==> config.mk <==
export PLATFORM = sky130hd
export DESIGN_NAME = uart_rx_param
export DESIGN_NICKNAME = d
export VERILOG_FILES = /design/src/rtl/uart_pkg.sv /design/src/rtl/uart_bit_sampler.sv /design/src/rtl/uart_rx_param.sv
export SDC_FILE = /design/constraint.sdc
export NUM_CORES = 1
export LEC_CHECK = 0
export BUFFER_PORTS_ARGS = -buffer_cell sky130_fd_sc_hd__buf_2
export CAP_MARGIN = 20
export CORE_UTILIZATION = 41
export CTS_BUF_LIST = sky130_fd_sc_hd__clkbuf_4 sky130_fd_sc_hd__clkbuf_8
export DETAILED_ROUTE_END_ITERATION = 8
export PLACE_DENSITY = 0.54
export SYNTH_ARGS = -nofsm -noshare
export SYNTH_HDL_FRONTEND = slang
export SYNTH_SLANG_ARGS = --single-unit
==> constraint.sdc <==
create_clock -name sysclk -period 9.15 [get_ports sysclk]
set_clock_uncertainty 0.1 [all_clocks]
set_input_delay 0.915 -clock sysclk [delete_from_list [all_inputs] [get_ports sysclk]]
set_output_delay 0.915 -clock sysclk [all_outputs]
set_load 0.02 [all_outputs]
==> src/rtl/uart_pkg.sv <==
// Shared UART receive definitions: baud table, divider helper, FSM states and parity modes.
// Everything here is elaboration-time data; nothing in this file creates hardware by itself.
// Included first so the sampler and the top both see one definition of each item.
package uart_pkg;

  localparam int unsigned BAUD_NUM = 5;
  // Index is the Baud_set code; codes beyond the table fall back to entry 0.
  localparam int unsigned BAUD_TAB [BAUD_NUM] = '{115200, 57600, 38400, 19200, 9600};

  localparam int unsigned PAR_NONE = 0;
  localparam int unsigned PAR_ODD  = 1;
  localparam int unsigned PAR_EVEN = 2;

  typedef enum logic [2:0] {
    ST_IDLE,
    ST_START,
    ST_DATA,
    ST_PARITY,
    ST_STOP
  } state_e;

  // Clocks per bit, rounded to nearest: 50 MHz gives 434, 868, 1302, 2604, 5208.
  function automatic int unsigned baud_div(input int unsigned clk_freq, input logic [2:0] sel);
    int unsigned baud;
    baud = (sel < 3'(BAUD_NUM)) ? BAUD_TAB[sel] : BAUD_TAB[0];
    return (clk_freq + baud / 2) / baud;
  endfunction

endpackage

==> src/rtl/uart_bit_sampler.sv <==
// Per-bit timing: counter 0..bit_div-1 with a 3-vote majority around the bit centre.
// sample_valid/bit_val resolve in the cycle of the third vote; bit_end marks the last count.
// No backpressure: the counter free-runs and is restarted by clear_i on every state entry.
module uart_bit_sampler
  import uart_pkg::*;
#(
  parameter int unsigned CNT_W = 13
) (
  input  logic             sysclk,
  input  logic             rst,
  input  logic             clear_i,
  input  logic [CNT_W-1:0] bit_div_i,
  input  logic             rx_i,
  output logic             sample_valid,
  output logic             bit_val,
  output logic             bit_end
);

  logic [CNT_W-1:0] cnt_q, cnt_d, half;
  logic             s0_q, s1_q, maj_q, maj_now;

  assign half         = bit_div_i >> 1;
  assign bit_end      = (cnt_q == bit_div_i - CNT_W'(1));
  assign sample_valid = (cnt_q == half + CNT_W'(1));
  // Third vote is the live line value, so the majority is ready in the same cycle.
  assign maj_now      = (s0_q & s1_q) | (s0_q & rx_i) | (s1_q & rx_i);
  // Outside the vote cycle the held majority is presented (used at bit_end).
  assign bit_val      = sample_valid ? maj_now : maj_q;

  // Counter restarts on state entry and wraps at each bit boundary.
  always_comb begin
    cnt_d = cnt_q + CNT_W'(1);
    if (clear_i || bit_end) cnt_d = '0;
  end

  // Counter register, first two votes and the held majority.
  always_ff @(posedge sysclk or negedge rst) begin
    if (!rst) begin
      cnt_q <= '0;
      s0_q  <= 1'b0;
      s1_q  <= 1'b0;
      maj_q <= 1'b0;
    end else begin
      cnt_q <= cnt_d;
      if (cnt_q == half - CNT_W'(1)) s0_q <= rx_i;
      if (cnt_q == half)             s1_q <= rx_i;
      if (sample_valid)              maj_q <= maj_now;
    end
  end

endmodule

==> src/rtl/uart_rx_param.sv <==
// Parameterised UART receiver: sync, start detect, data/parity/stop with majority sampling.
// rx_done pulses one cycle after the last stop bit's third vote (mid stop bit), not at bit end.
// No backpressure: Data and the error flags hold until overwritten by the next rx_done.
module uart_rx_param
  import uart_pkg::*;
#(
  parameter int unsigned CLK_FREQ  = 50_000_000,
  parameter int unsigned DATA_W    = 8,
  parameter int unsigned PARITY    = 0,
  parameter int unsigned STOP_BITS = 1
) (
  input  logic              sysclk,
  input  logic              rst,
  input  logic [2:0]        Baud_set,
  input  logic              uart_rx,
  output logic [DATA_W-1:0] Data,
  output logic              rx_done,
  output logic              parity_err,
  output logic              frame_err
);

  localparam int unsigned DIV_MAX = baud_div(CLK_FREQ, 3'd4);
  localparam int unsigned CNT_W   = $clog2(DIV_MAX + 1);
  localparam int unsigned BIT_CW  = $clog2(DATA_W);
  localparam logic [CNT_W-1:0] DIV_0 = CNT_W'(baud_div(CLK_FREQ, 3'd0));
  localparam logic [CNT_W-1:0] DIV_1 = CNT_W'(baud_div(CLK_FREQ, 3'd1));
  localparam logic [CNT_W-1:0] DIV_2 = CNT_W'(baud_div(CLK_FREQ, 3'd2));
  localparam logic [CNT_W-1:0] DIV_3 = CNT_W'(baud_div(CLK_FREQ, 3'd3));
  localparam logic [CNT_W-1:0] DIV_4 = CNT_W'(baud_div(CLK_FREQ, 3'd4));
  localparam logic PAR_INV = (PARITY == PAR_ODD);

  logic              sync1_q, sync2_q, prev_q, fall;
  state_e            state_q, state_d;
  logic [CNT_W-1:0]  div_q, div_d, sel_div;
  logic [BIT_CW-1:0] bit_cnt_q, bit_cnt_d;
  logic              stop_cnt_q, stop_cnt_d;
  logic [DATA_W-1:0] shift_q, shift_d, data_q, data_d;
  logic              perr_acc_q, perr_acc_d, ferr_acc_q, ferr_acc_d;
  logic              perr_q, perr_d, ferr_q, ferr_d, done_q, done_d;
  logic              clear, sample_valid, bit_val, bit_end, last_stop;

  // Two-flop synchronizer plus one history flop for falling-edge detection.
  always_ff @(posedge sysclk or negedge rst) begin
    if (!rst) begin
      sync1_q <= 1'b1;
      sync2_q <= 1'b1;
      prev_q  <= 1'b1;
    end else begin
      sync1_q <= uart_rx;
      sync2_q <= sync1_q;
      prev_q  <= sync2_q;
    end
  end

  assign fall = prev_q & ~sync2_q;

  // Decode the baud code into clocks per bit; sampled only at frame start.
  always_comb begin
    sel_div = DIV_0;
    case (Baud_set)
      3'd1:    sel_div = DIV_1;
      3'd2:    sel_div = DIV_2;
      3'd3:    sel_div = DIV_3;
      3'd4:    sel_div = DIV_4;
      default: sel_div = DIV_0;
    endcase
  end

  // Counter held at zero while idle and restarted whenever the state changes.
  assign clear     = (state_q == ST_IDLE) || (state_d != state_q);
  assign last_stop = (STOP_BITS == 1) || (stop_cnt_q == 1'b1);

  uart_bit_sampler #(.CNT_W(CNT_W)) u_sampler (
    .sysclk       (sysclk),
    .rst          (rst),
    .clear_i      (clear),
    .bit_div_i    (div_q),
    .rx_i         (sync2_q),
    .sample_valid (sample_valid),
    .bit_val      (bit_val),
    .bit_end      (bit_end)
  );

  // Frame FSM: next state, shift/accumulate, and result loading.
  always_comb begin
    state_d    = state_q;
    div_d      = div_q;
    bit_cnt_d  = bit_cnt_q;
    stop_cnt_d = stop_cnt_q;
    shift_d    = shift_q;
    perr_acc_d = perr_acc_q;
    ferr_acc_d = ferr_acc_q;
    data_d     = data_q;
    perr_d     = perr_q;
    ferr_d     = ferr_q;
    done_d     = 1'b0;
    case (state_q)
      ST_IDLE: begin
        if (fall) begin
          state_d = ST_START;
          div_d   = sel_div;
        end
      end
      ST_START: begin
        if (bit_end) begin
          state_d   = bit_val ? ST_IDLE : ST_DATA;
          bit_cnt_d = '0;
        end
      end
      ST_DATA: begin
        if (bit_end) begin
          shift_d = {bit_val, shift_q[DATA_W-1:1]};
          if (bit_cnt_q == BIT_CW'(DATA_W - 1)) begin
            state_d    = (PARITY != PAR_NONE) ? ST_PARITY : ST_STOP;
            bit_cnt_d  = '0;
            stop_cnt_d = 1'b0;
            perr_acc_d = 1'b0;
            ferr_acc_d = 1'b0;
          end else begin
            bit_cnt_d = bit_cnt_q + BIT_CW'(1);
          end
        end
      end
      ST_PARITY: begin
        if (bit_end) begin
          perr_acc_d = bit_val ^ (^shift_q) ^ PAR_INV;
          state_d    = ST_STOP;
        end
      end
      ST_STOP: begin
        if (last_stop) begin
          // Final stop bit is judged at its third vote so the next start edge is not missed.
          if (sample_valid) begin
            state_d = ST_IDLE;
            done_d  = 1'b1;
            data_d  = shift_q;
            perr_d  = perr_acc_q;
            ferr_d  = ferr_acc_q | ~bit_val;
          end
        end else if (bit_end) begin
          ferr_acc_d = ferr_acc_q | ~bit_val;
          stop_cnt_d = 1'b1;
        end
      end
      default: state_d = ST_IDLE;
    endcase
  end

  // State and datapath registers.
  always_ff @(posedge sysclk or negedge rst) begin
    if (!rst) begin
      state_q    <= ST_IDLE;
      div_q      <= DIV_0;
      bit_cnt_q  <= '0;
      stop_cnt_q <= 1'b0;
      shift_q    <= '0;
      perr_acc_q <= 1'b0;
      ferr_acc_q <= 1'b0;
      data_q     <= '0;
      perr_q     <= 1'b0;
      ferr_q     <= 1'b0;
      done_q     <= 1'b0;
    end else begin
      state_q    <= state_d;
      div_q      <= div_d;
      bit_cnt_q  <= bit_cnt_d;
      stop_cnt_q <= stop_cnt_d;
      shift_q    <= shift_d;
      perr_acc_q <= perr_acc_d;
      ferr_acc_q <= ferr_acc_d;
      data_q     <= data_d;
      perr_q     <= perr_d;
      ferr_q     <= ferr_d;
      done_q     <= done_d;
    end
  end

  assign Data       = data_q;
  assign rx_done    = done_q;
  assign parity_err = perr_q;
  assign frame_err  = ferr_q;

endmodule

==> impl_metrics.yaml, run 1 <==
synth:
  ys.flop_type: "dfrtp_1"
  syn_area_sq_um: 3750
  async_flop_share: 1.00
  yosys.area.top_type_share: 0.327
  yosys-top-cells-count: "dfrtp_1 (49), nand2_1 (34), xnor2_1 (31)"
  yosysMostFrequentCell: "dfrtp_1"
  synth_edf_count: 0
  synth_top_cell_by_area: "dfrtp_1"
  synth_nets: 413
  ys_ff_latch: 57
  synthTopCellsByArea: "dfrtp_1 (33%), xnor2_1 (7.2%), xor2_1 (6.8%), dfstp_2 (5.6%), mux2_2 (5.4%)"
  yosysWarnings: 0
  syn_area_per_cell_sq_um: 9.34
  ys_seq_area_frac: 0.383
  ys_types: 66
  syn_inst: 402
floorplan:
  core_area_sq_um: 8810
  row_count: 34
  die_w_um: 97.7
  dieArea_sq_um: 9540
  pin_count: 17
  start_util: 0.426
  die_y_um: 97.7
placed_design:
  dpl.hpwl_mm: 6.11
  place.gp.congestion: 0.849
  placed_area_sq_um: 3850
  place_ws_ps: 5820
  io_buffer_count: 16
critical_path:
  crit_type: "reg2reg"
  critPathMaxFanout: 8
  cp.required_ps: 9280
  arrival_ps: 3500
  crit_path_end_kind: "flip-flop"
  crit_path_start_kind: "flip-flop"
hold_path:
  hp-class: "reg2reg"
power:
  powerDensity_nw_per_um2: 244
  seq_power_share: 0.415
  peakVddDrop_v: 0.000104
  p_leak_uw: 0.00175
  p_sw_uw: 418
  clockPowerShare: 0.254
  p_int_uw: 574
  switching_share: 0.421
  combPwrFrac: 0.331
clock_tree:
  cts.repair.resized: 0
  cts_buffers: 9
  cts.sinks: 57
  clkTransAtPathRegs_ps: 80
  clock_latency_ps: 340
  cts_buffer_depth: 2
  postCtsHoldBufs: 0
  post_cts.repair.setup_buffers: 0
  cts_root_buffer: "clkbuf_8"
  cts_tree: "yes"
  htreeDepth: 3
flow_run:
  drv_cap: 0
cells_and_area:
  final_layout_size_suffix_gt1_frac: 0.187
  stdcell_area_sq_um: 4060
  nets: 412
  areaGrowthSynthToFinish_pct: 8.13
  num_antenna_cells: 0
route:
  drt_iter0_markers: 147
  wl_per_cell_um: 16.7
  wirelength_mm: 8.58
  vias_per_cell: 5.59
  via_count: 2871
  firstDrtPassIters: 4
  drc: 0
  final_antenna_net_count: 0
sta:
  finalCritPeriodShare: 0.368
  layout_min_cycle_time_ps: 3370
  clock.fmax_mhz: 297
  finalSetupViolations: 0
  rsz0062_at_grt: "no"
  drv_slew: 0
  max_slew_margin: 0.508
  tns_ps: 0
  worst_pin_slew_ps: 738
  hold_viol_final: 0
  worst_slack_ps: 5780
global_route:
  first_global_vias: 2862
  grt_usage: 0.192
  antenna_found_initial: 0
  grt_start_max_net_pins: 58
  grt_pass1_wl_mm: 14.4
  grt_overflow_total: 0
status:
  status: "finished, final reports clean"
## cell type report
cell class	count	area (sq um)
Multi-Input combinational cell	302	2130
Tap cell	108	135
Sequential cell	57	1440
Fill cell	862	4750
Clock buffer	9	124
Clock inverter	7	85.1
Timing Repair Buffer	18	95.1
Inverter	13	48.8
## routing by layer
| layer | share of wire | track usage | vias up |
|---|---|---|---|
| li1 | - | - | 1411 |
| met1 | 0.46 | 0.245 | 1391 |
| met2 | 0.48 | 0.326 | 57 |
| met3 | 0.047 | 0.0410 | 12 |
| met4 | 0.011 | 0.0594 | 0 |
| met5 | 0 | 0 | - |
## layout by cell type, fill, tap and decap left out, types with 4 or more instances in the layout
cell type,synthesis,layout
o21ai_0,10,10
ha_1,5,5
nor2b_1,7,7
xnor2_1,31,31
inv_1,13,13
buf_2,10,16
dfstp_2,8,8
nand2_1,34,34
nor2_1,29,29
o211ai_1,5,5
dfrtp_1,49,49
nor4_1,9,8
xor2_1,29,29
nor3_1,6,6
and3_1,12,12
o21a_1,4,4
clkbuf_8,0,9
nand3_1,22,22
nand4_1,10,10
o22ai_1,4,4
a21oi_1,8,8
mux2_2,18,18
## power by group through the flow
stage	Sequential (uW)	Combinational [uW]	Clock (uW)
6_report	412	329	252
5_1_grt	421	369	273
4_1_cts	410	327	260
3_5_place_dp	415	324	0
3_3_place_gp	411	320	0
2_1_floorplan	324	343	0
## worst max-delay path, stage by stage (launching register included)
cell and delay (ps):
dfstp_2 640, inv_1 90, ha_1 260, nor2b_1 220
or3_1 410, o21a_1 110, o21ai_0 200, or2b_1 280
nor4_4 410, nand3_4 210, mux2_4 330
## path summary, 6_finish.rpt
kind / startpoint / to / slack [ps] / cells past startpoint
max: div_q[1]$_DFFE_PN1P_ / shift_q[0]$_DFFE_PN0P_ / 5780 / 10
max reg2reg: div_q[1]$_DFFE_PN1P_ / shift_q[0]$_DFFE_PN0P_ / 5780 / 10
min: sync1_q$_DFF_PN1_ / sync2_q$_DFF_PN1_ / 260 / 0
min in group asynchronous: rst / div_q[6]$_DFFE_PN0P_ / 600 / 2
min reg2reg: sync1_q$_DFF_PN1_ / sync2_q$_DFF_PN1_ / 260 / 0
max in group asynchronous: rst / u_sampler.cnt_q[8]$_DFF_PN0_ / 7830 / 2
## sequential cells by signal, summed over array words and instances, names as in the netlist
name,flops
u_sampler.s0_q,1
u_sampler.cnt_q,13
bit_cnt_q,3
sync1_q,1
sync2_q,1
Data,8
state_q,3
parity_err,1
shift_q,8
frame_err,1
prev_q,1
rx_done,1
perr_acc_q,1
u_sampler.s1_q,1
u_sampler.maj_q,1
div_q,12
## through the flow
stage,hold slack (ps),power [uW],instances,utilization
6_report,259,992,514,0.461
5_1_grt,266,1060,514,0.461
4_1_cts,260,997,514,0.461
3_5_place_dp,248,739,498,0.437
3_3_place_gp,245,731,498,0.437
2_1_floorplan,245,667,402,-
## kinds of logic (layout without fill, tap and decap cells)
group / count (synthesis) / count (layout) / share of synthesized area
AND/OR/NAND/NOR: 160 / 160 / 0.241
multiplexers: 22 / 22 / 0.0673
flip-flops: 57 / 57 / 0.383
AO/OA/AOI/OAI: 54 / 54 / 0.0990
buffers and inverters: 43 / 47 / 0.0503
adder cells (fa/ha/maj): 6 / 6 / 0.0193
XOR/XNOR: 60 / 60 / 0.140
(Power assumes the default switching activity.)
==> run 2: changes to the inputs <==
Settings changed: ABC_AREA set to 1, PLACE_DENSITY 0.54 to 0.56.
Clock period 9.15 ns to 3.1 ns, I/O delays scaled along.
==> run 2 against run 1 <==
The run now ends with hold timing left. First-iteration DRC count rose by 39%. Critical path depth rose by 3. Non-clock buffer count rose by 1. Final cell count rose by 26%. Sequential power rose to 2.7 times the previous value. Via count rose by 14%. Core utilization rose by 0.99 points. Cell area rose by 1.2%. Synthesized area fell by 1.5%. Register-to-register slack got worse by 5500 ps. Synthesized cell count rose by 29%. Count of clock-buffer cells in the layout did not move. Critical path type unchanged.
==> impl_metrics.yaml, run 2 <==
status:
  status: "finished with violations"
  violations: "hold timing"
route:
  final_antenna_net_count: 0
  firstDrtPassIters: 4
  via_count: 3259
  wl_per_cell_um: 14.1
  wirelength_mm: 9.12
  vias_per_cell: 5.04
  drt_iter0_markers: 205
  drc: 0
clock_tree:
  cts_buffers: 9
  clock_latency_ps: 350
  clkTransAtPathRegs_ps: 80
  cts_tree: "yes"
  cts_root_buffer: "clkbuf_8"
  cts.sinks: 57
  htreeDepth: 3
  cts_buffer_depth: 2
synth:
  synth_top_cell_by_area: "dfrtp_1"
  synth_edf_count: 0
  ys_ff_latch: 57
  yosysWarnings: 0
  yosys.area.top_type_share: 0.332
  ys_seq_area_frac: 0.389
  ys.flop_type: "dfrtp_1"
  ys_types: 33
  yosysMostFrequentCell: "nand2_1"
  syn_area_sq_um: 3700
  async_flop_share: 1.00
  syn_inst: 517
  syn_area_per_cell_sq_um: 7.15
  synth_nets: 528
  synthTopCellsByArea: "dfrtp_1 (33%), nand2_1 (15%), inv_1 (7.3%), nor2_1 (6.5%), xor2_1 (5.9%)"
  yosys-top-cells-count: "nand2_1 (148), inv_1 (72), nor2_1 (64)"
sta:
  worst_pin_slew_ps: 722
  layout_min_cycle_time_ps: 2790
  clock.fmax_mhz: 358
  max_slew_margin: 0.519
  finalCritPeriodShare: 0.900
  drv_slew: 0
  holdWs_ps: -15.7
  hold_viol_final: 8
  rsz0062_at_grt: "no"
  tns_ps: 0
  finalSetupViolations: 0
critical_path:
  worstPathCellList: "inv_1, ha_2, nor2_1, nor2_1, nand2_1, nor3_2, nand3_1, nor2_1, nand2_1, inv_2, nand2_2, inv_2, o21ai_0"
  arrival_ps: 2920
  crit_path_end_kind: "flip-flop"
  crit_path_start_kind: "flip-flop"
  crit_type: "reg2reg"
  crit_path_max_incr_delay_ps: 580
  critPathLaunch: "div_q[1]$_DFFE_PN1P_"
  critPathSlowestCell: "dfstp_2"
  reg2reg_from: "div_q[1]$_DFFE_PN1P_"
  critPathMaxFanout: 14
  cpMostUsedCell: "nor2_1"
  cp.required_ps: 3230
floorplan:
  pin_count: 17
  dieArea_sq_um: 9400
  die_y_um: 96.9
  core_area_sq_um: 8720
  die_w_um: 96.9
  row_count: 34
  start_util: 0.424
cells_and_area:
  regMostFlops: "u_sampler.cnt_q"
  multi_input_area_sq_um: 1900
  areaGrowthSynthToFinish_pct: 11.1
  final_common_cell: "nand2_1"
  final_cell_mix: "nand2_1 (148), inv_1 (71), nor2_1 (64)"
  num_antenna_cells: 0
  fin_util: 0.471
  reg.largest.list: "u_sampler.cnt_q: 13 flops, div_q: 12 flops"
  seqCellArea_sq_um: 1440
  largest_reg_flops: 13
  nets: 545
  final_layout_size_suffix_gt1_frac: 0.119
  n_fill_cell: 883
flow_run:
  drv_cap: 0
global_route:
  grt_pass1_wl_mm: 15.4
  grt_usage: 0.209
  first_global_vias: 3093
  grt_overflow_total: 0
  grt_start_max_net_pins: 58
  antenna_found_initial: 0
placed_design:
  io_buffer_count: 16
  place.gp.congestion: 0.935
  dpl.hpwl_mm: 6.98
power:
  peakVddDrop_v: 0.000372
  p_leak_uw: 0.00208
  powerDensity_nw_per_um2: 833
hold_path:
  hp-class: "in2async"
## run 2: cell types whose count changed in the layout (fill, tap and decap cells not counted), moves of 6 or more
| cell | change |
|---|---|
| nand2_1 | +114 |
| nor2_1 | +35 |
| and3_1 | -11 |
| nor4_1 | -6 |
| inv_1 | +58 |
| mux2_2 | -18 |
| nor2b_1 | -7 |
| xnor2_1 | -17 |
| o21ai_1 | +7 |
| o21ai_0 | +9 |
| nand3_1 | +18 |
## run 2: timing repair
item / 4_1_cts / 5_1_grt
buffers inserted: 0 / 0
resized for setup: 0 / 5
endpoints found under the setup margin: 0 / 23
endpoints found under the hold margin: 1 / 0
hold buffers: 1 / 0
## run 2: layout make-up
cell class / instances / area share
Inverter: 73 / 0.0667
Sequential cell: 57 / 0.350
Clock buffer: 9 / 0.0302
Timing Repair Buffer: 19 / 0.0256
Multi-Input combinational cell: 374 / 0.464
Clock inverter: 7 / 0.0311
Tap cell: 108 / 0.0329
## run 2: cells by family (layout without fill, tap and decap cells)
kind of cell,Yosys count,after routing,share of synthesized area
buf+inv,86,108,0.102
simple gates,282,282,0.325
compound gates,48,48,0.0752
flops,57,57,0.389
fa+ha+maj,5,5,0.0169
xor+xnor,39,39,0.0924
## run 2: final timing paths
check	cells after the start	end	slack [ps]
setup reg to reg	13	shift_q[6]$_DFFE_PN0P_	310
max in group asynchronous	2	div_q[12]$_DFFE_PN0P_	2420
min in group sysclk	3	div_q[8]$_DFFE_PN1P_	170
hold / removal	2	div_q[2]$_DFFE_PN0P_	-20
setup / recovery	13	shift_q[6]$_DFFE_PN0P_	310
hold reg to reg	0	sync2_q$_DFF_PN1_	270
## run 2: per-layer routing
metal	GRT usage	share of wire	vias up
met5	0	0	-
met2	0.306	0.43	85
li1	-	-	1637
met3	0.0361	0.048	16
met1	0.306	0.49	1521
met4	0.0850	0.025	0
## run 2: power by group
part	switching (uW)	total, uW	internal (uW)
combinational	933	1420	484
clock	340	883	543
sequential	222	1120	900
## run 2: stage by stage
step	setup WS [ps]	cell area [sq um]	cells	hold slack [ps]	power, uW
2_1_floorplan	802	3700	517	-85.6	2180
3_3_place_gp	109	3820	630	250	2510
3_5_place_dp	117	3820	630	251	2510
4_1_cts	92.5	4090	647	18.4	3410
5_1_grt	62.7	4110	647	50.1	3690
6_report	310	4110	647	-15.7	3420
## run 2: critical path, delay by kind of cell, from the launching register on
kind	cells	cell delay, ps
AOI/OAI and AO/OA	1	90
and+or+nand+nor	8	1130
adders and majority gates	1	370
buffers and inverters	3	400
DFF	1	580
==> run 3: changes to the inputs <==
Settings changed: RECOVER_POWER set to 100.
==> run 3 against run 2 <==
The flow now finishes without violations. Setup slack worse by 35 ps. Clock power is essentially flat. Core utilization decreased by 0.50 points. Register-to-register slack worse by 40 ps. Critical path depth increased by 1. Via count fell by 0.40%. Wire length increased by 0.24%. Sequential share of layout area grew 0.38 points. Die area is the same. Largest cell class unchanged. Critical path type unchanged. Global-route usage did not move. Cell area fell by 1.1%.
==> impl_metrics.yaml, run 3 (same netlist as run 2, synthesis figures left out) <==
critical_path:
  crit_family: "simple AND/OR/NAND/NOR gates"
  critPathMaxFanout: 13
  arrival_ps: 3000
  crit_path_start_kind: "flip-flop"
  crit_type: "reg2reg"
  critPathSlowestCell: "dfstp_2"
  worst-path-buf-inv: 1
  cp.required_ps: 3270
  worstPathCellList: "inv_1, ha_2, nor2_1, nor2_1, nand2_1, nor3_2, nand3_1, nor2_1, nand3_1, nand2_1, nand2_1, nand2_1, nand2_2, nor2_1"
  crit_path_max_incr_delay_ps: 580
  crit_path_end_kind: "flip-flop"
floorplan:
  row_count: 34
  die_w_um: 96.9
  pin_count: 17
  core_area_sq_um: 8720
  dieArea_sq_um: 9400
  die_y_um: 96.9
  start_util: 0.424
placed_design:
  placed_area_sq_um: 3820
  io_buffer_count: 16
  place.gp.congestion: 0.935
  dpl.hpwl_mm: 6.98
clock_tree:
  post_cts.repair.setup_buffers: 0
  clkTransAtPathRegs_ps: 70
  cts.sinks: 57
  cts_root_buffer: "clkbuf_8"
  cts_buffers: 9
  clock_latency_ps: 350
  cts_tree: "yes"
  cts_buffer_depth: 2
  htreeDepth: 3
power:
  p_leak_uw: 0.00203
  peakVddDrop_v: 0.000374
  powerDensity_nw_per_um2: 840
cells_and_area:
  nets: 545
  reg.largest.list: "u_sampler.cnt_q: 13 flops, div_q: 12 flops"
  final_common_cell: "nand2_1"
  final_layout_size_suffix_gt1_frac: 0.0872
  largest_reg_flops: 13
  num_antenna_cells: 0
  areaGrowthSynthToFinish_pct: 9.92
  regMostFlops: "u_sampler.cnt_q"
  final_cell_mix: "nand2_1 (148), inv_1 (71), nor2_1 (65)"
  stdcell_area_sq_um: 4060
sta:
  drv_slew: 0
  clock.fmax_mhz: 354
  finalCritPeriodShare: 0.912
  layout_min_cycle_time_ps: 2830
  worst_pin_slew_ps: 1400
  finalSetupViolations: 0
  tns_ps: 0
  max_slew_margin: 0.0670
  hold_viol_final: 0
  holdWs_ps: 169
  rsz0062_at_grt: "no"
hold_path:
  hp-class: "in2reg"
global_route:
  first_global_vias: 3093
  grt_pass1_wl_mm: 15.4
  grt_overflow_total: 0
  grt_start_max_net_pins: 58
  antenna_found_initial: 0
  grt_usage: 0.209
route:
  final_antenna_net_count: 0
  wirelength_mm: 9.14
  firstDrtPassIters: 6
  vias_per_cell: 5.02
  wl_per_cell_um: 14.1
  drc: 0
  drt_iter0_markers: 215
  via_count: 3246
flow_run:
  drv_cap: 0
status:
  status: "finished, final reports clean"
run 3: changes by cell type in the layout (fill, tap and decap cells not counted), sizes merged:
cell	previous run	this run
clkbuf	9	21
buf	18	6
run 3: per-stage QoR:
step,setup slack (ps),std cells,util,power [uW]
2_1_floorplan,802,517,-,2180
3_3_place_gp,109,630,0.439,2510
3_5_place_dp,117,630,0.439,2510
4_1_cts,92.5,647,0.469,3410
5_1_grt,47.2,647,0.466,3670
6_report,274,647,0.466,3410
run 3: timing repair:
item | CTS | global route
resized for setup | 0 | 5
hold buffers | 1 | 0
endpoints found under the hold margin | 1 | 0
setup endpoints to repair | 0 | 23
run 3: metal layers:
layer | track usage | wire [um] | vias to the layer above
met5 | 0 | 0 | -
met4 | 0.0850 | 229 | 0
met3 | 0.0361 | 425 | 17
met2 | 0.306 | 3960 | 73
met1 | 0.306 | 4520 | 1519
li1 | - | - | 1637
run 3: worst min-delay path, cell delays in order:
cell and delay (ps):
buf_2 110, a21oi_1 90, o21a_1 110
run 3: where the power goes:
group / internal, uW / total, uW / switching (uW)
registers: 900 / 1120 / 219
clock network: 543 / 885 / 342
logic: 479 / 1410 / 928
run 3: cell type report:
cell class,count,area [sq um]
Clock inverter,7,128
Multi-Input combinational cell,374,1880
Clock buffer,9,124
Timing Repair Buffer,19,88.8
Tap cell,108,135
Sequential cell,57,1440
Inverter,73,274
Fill cell,892,4660
run 3: path summary, 6_finish.rpt:
check	startpoint	end	slack (ps)	cells after the start
setup / recovery	div_q[1]$_DFFE_PN1P_	u_sampler.cnt_q[1]$_DFF_PN0_	270	14
hold / removal	Baud_set[1]	div_q[8]$_DFFE_PN1P_	170	3
setup reg to reg	div_q[1]$_DFFE_PN1P_	u_sampler.cnt_q[1]$_DFF_PN0_	270	14
hold reg to reg	sync1_q$_DFF_PN1_	sync2_q$_DFF_PN1_	270	0
max in group asynchronous	rst	div_q[12]$_DFFE_PN0P_	1790	2
min in group asynchronous	rst	div_q[2]$_DFFE_PN0P_	260	2
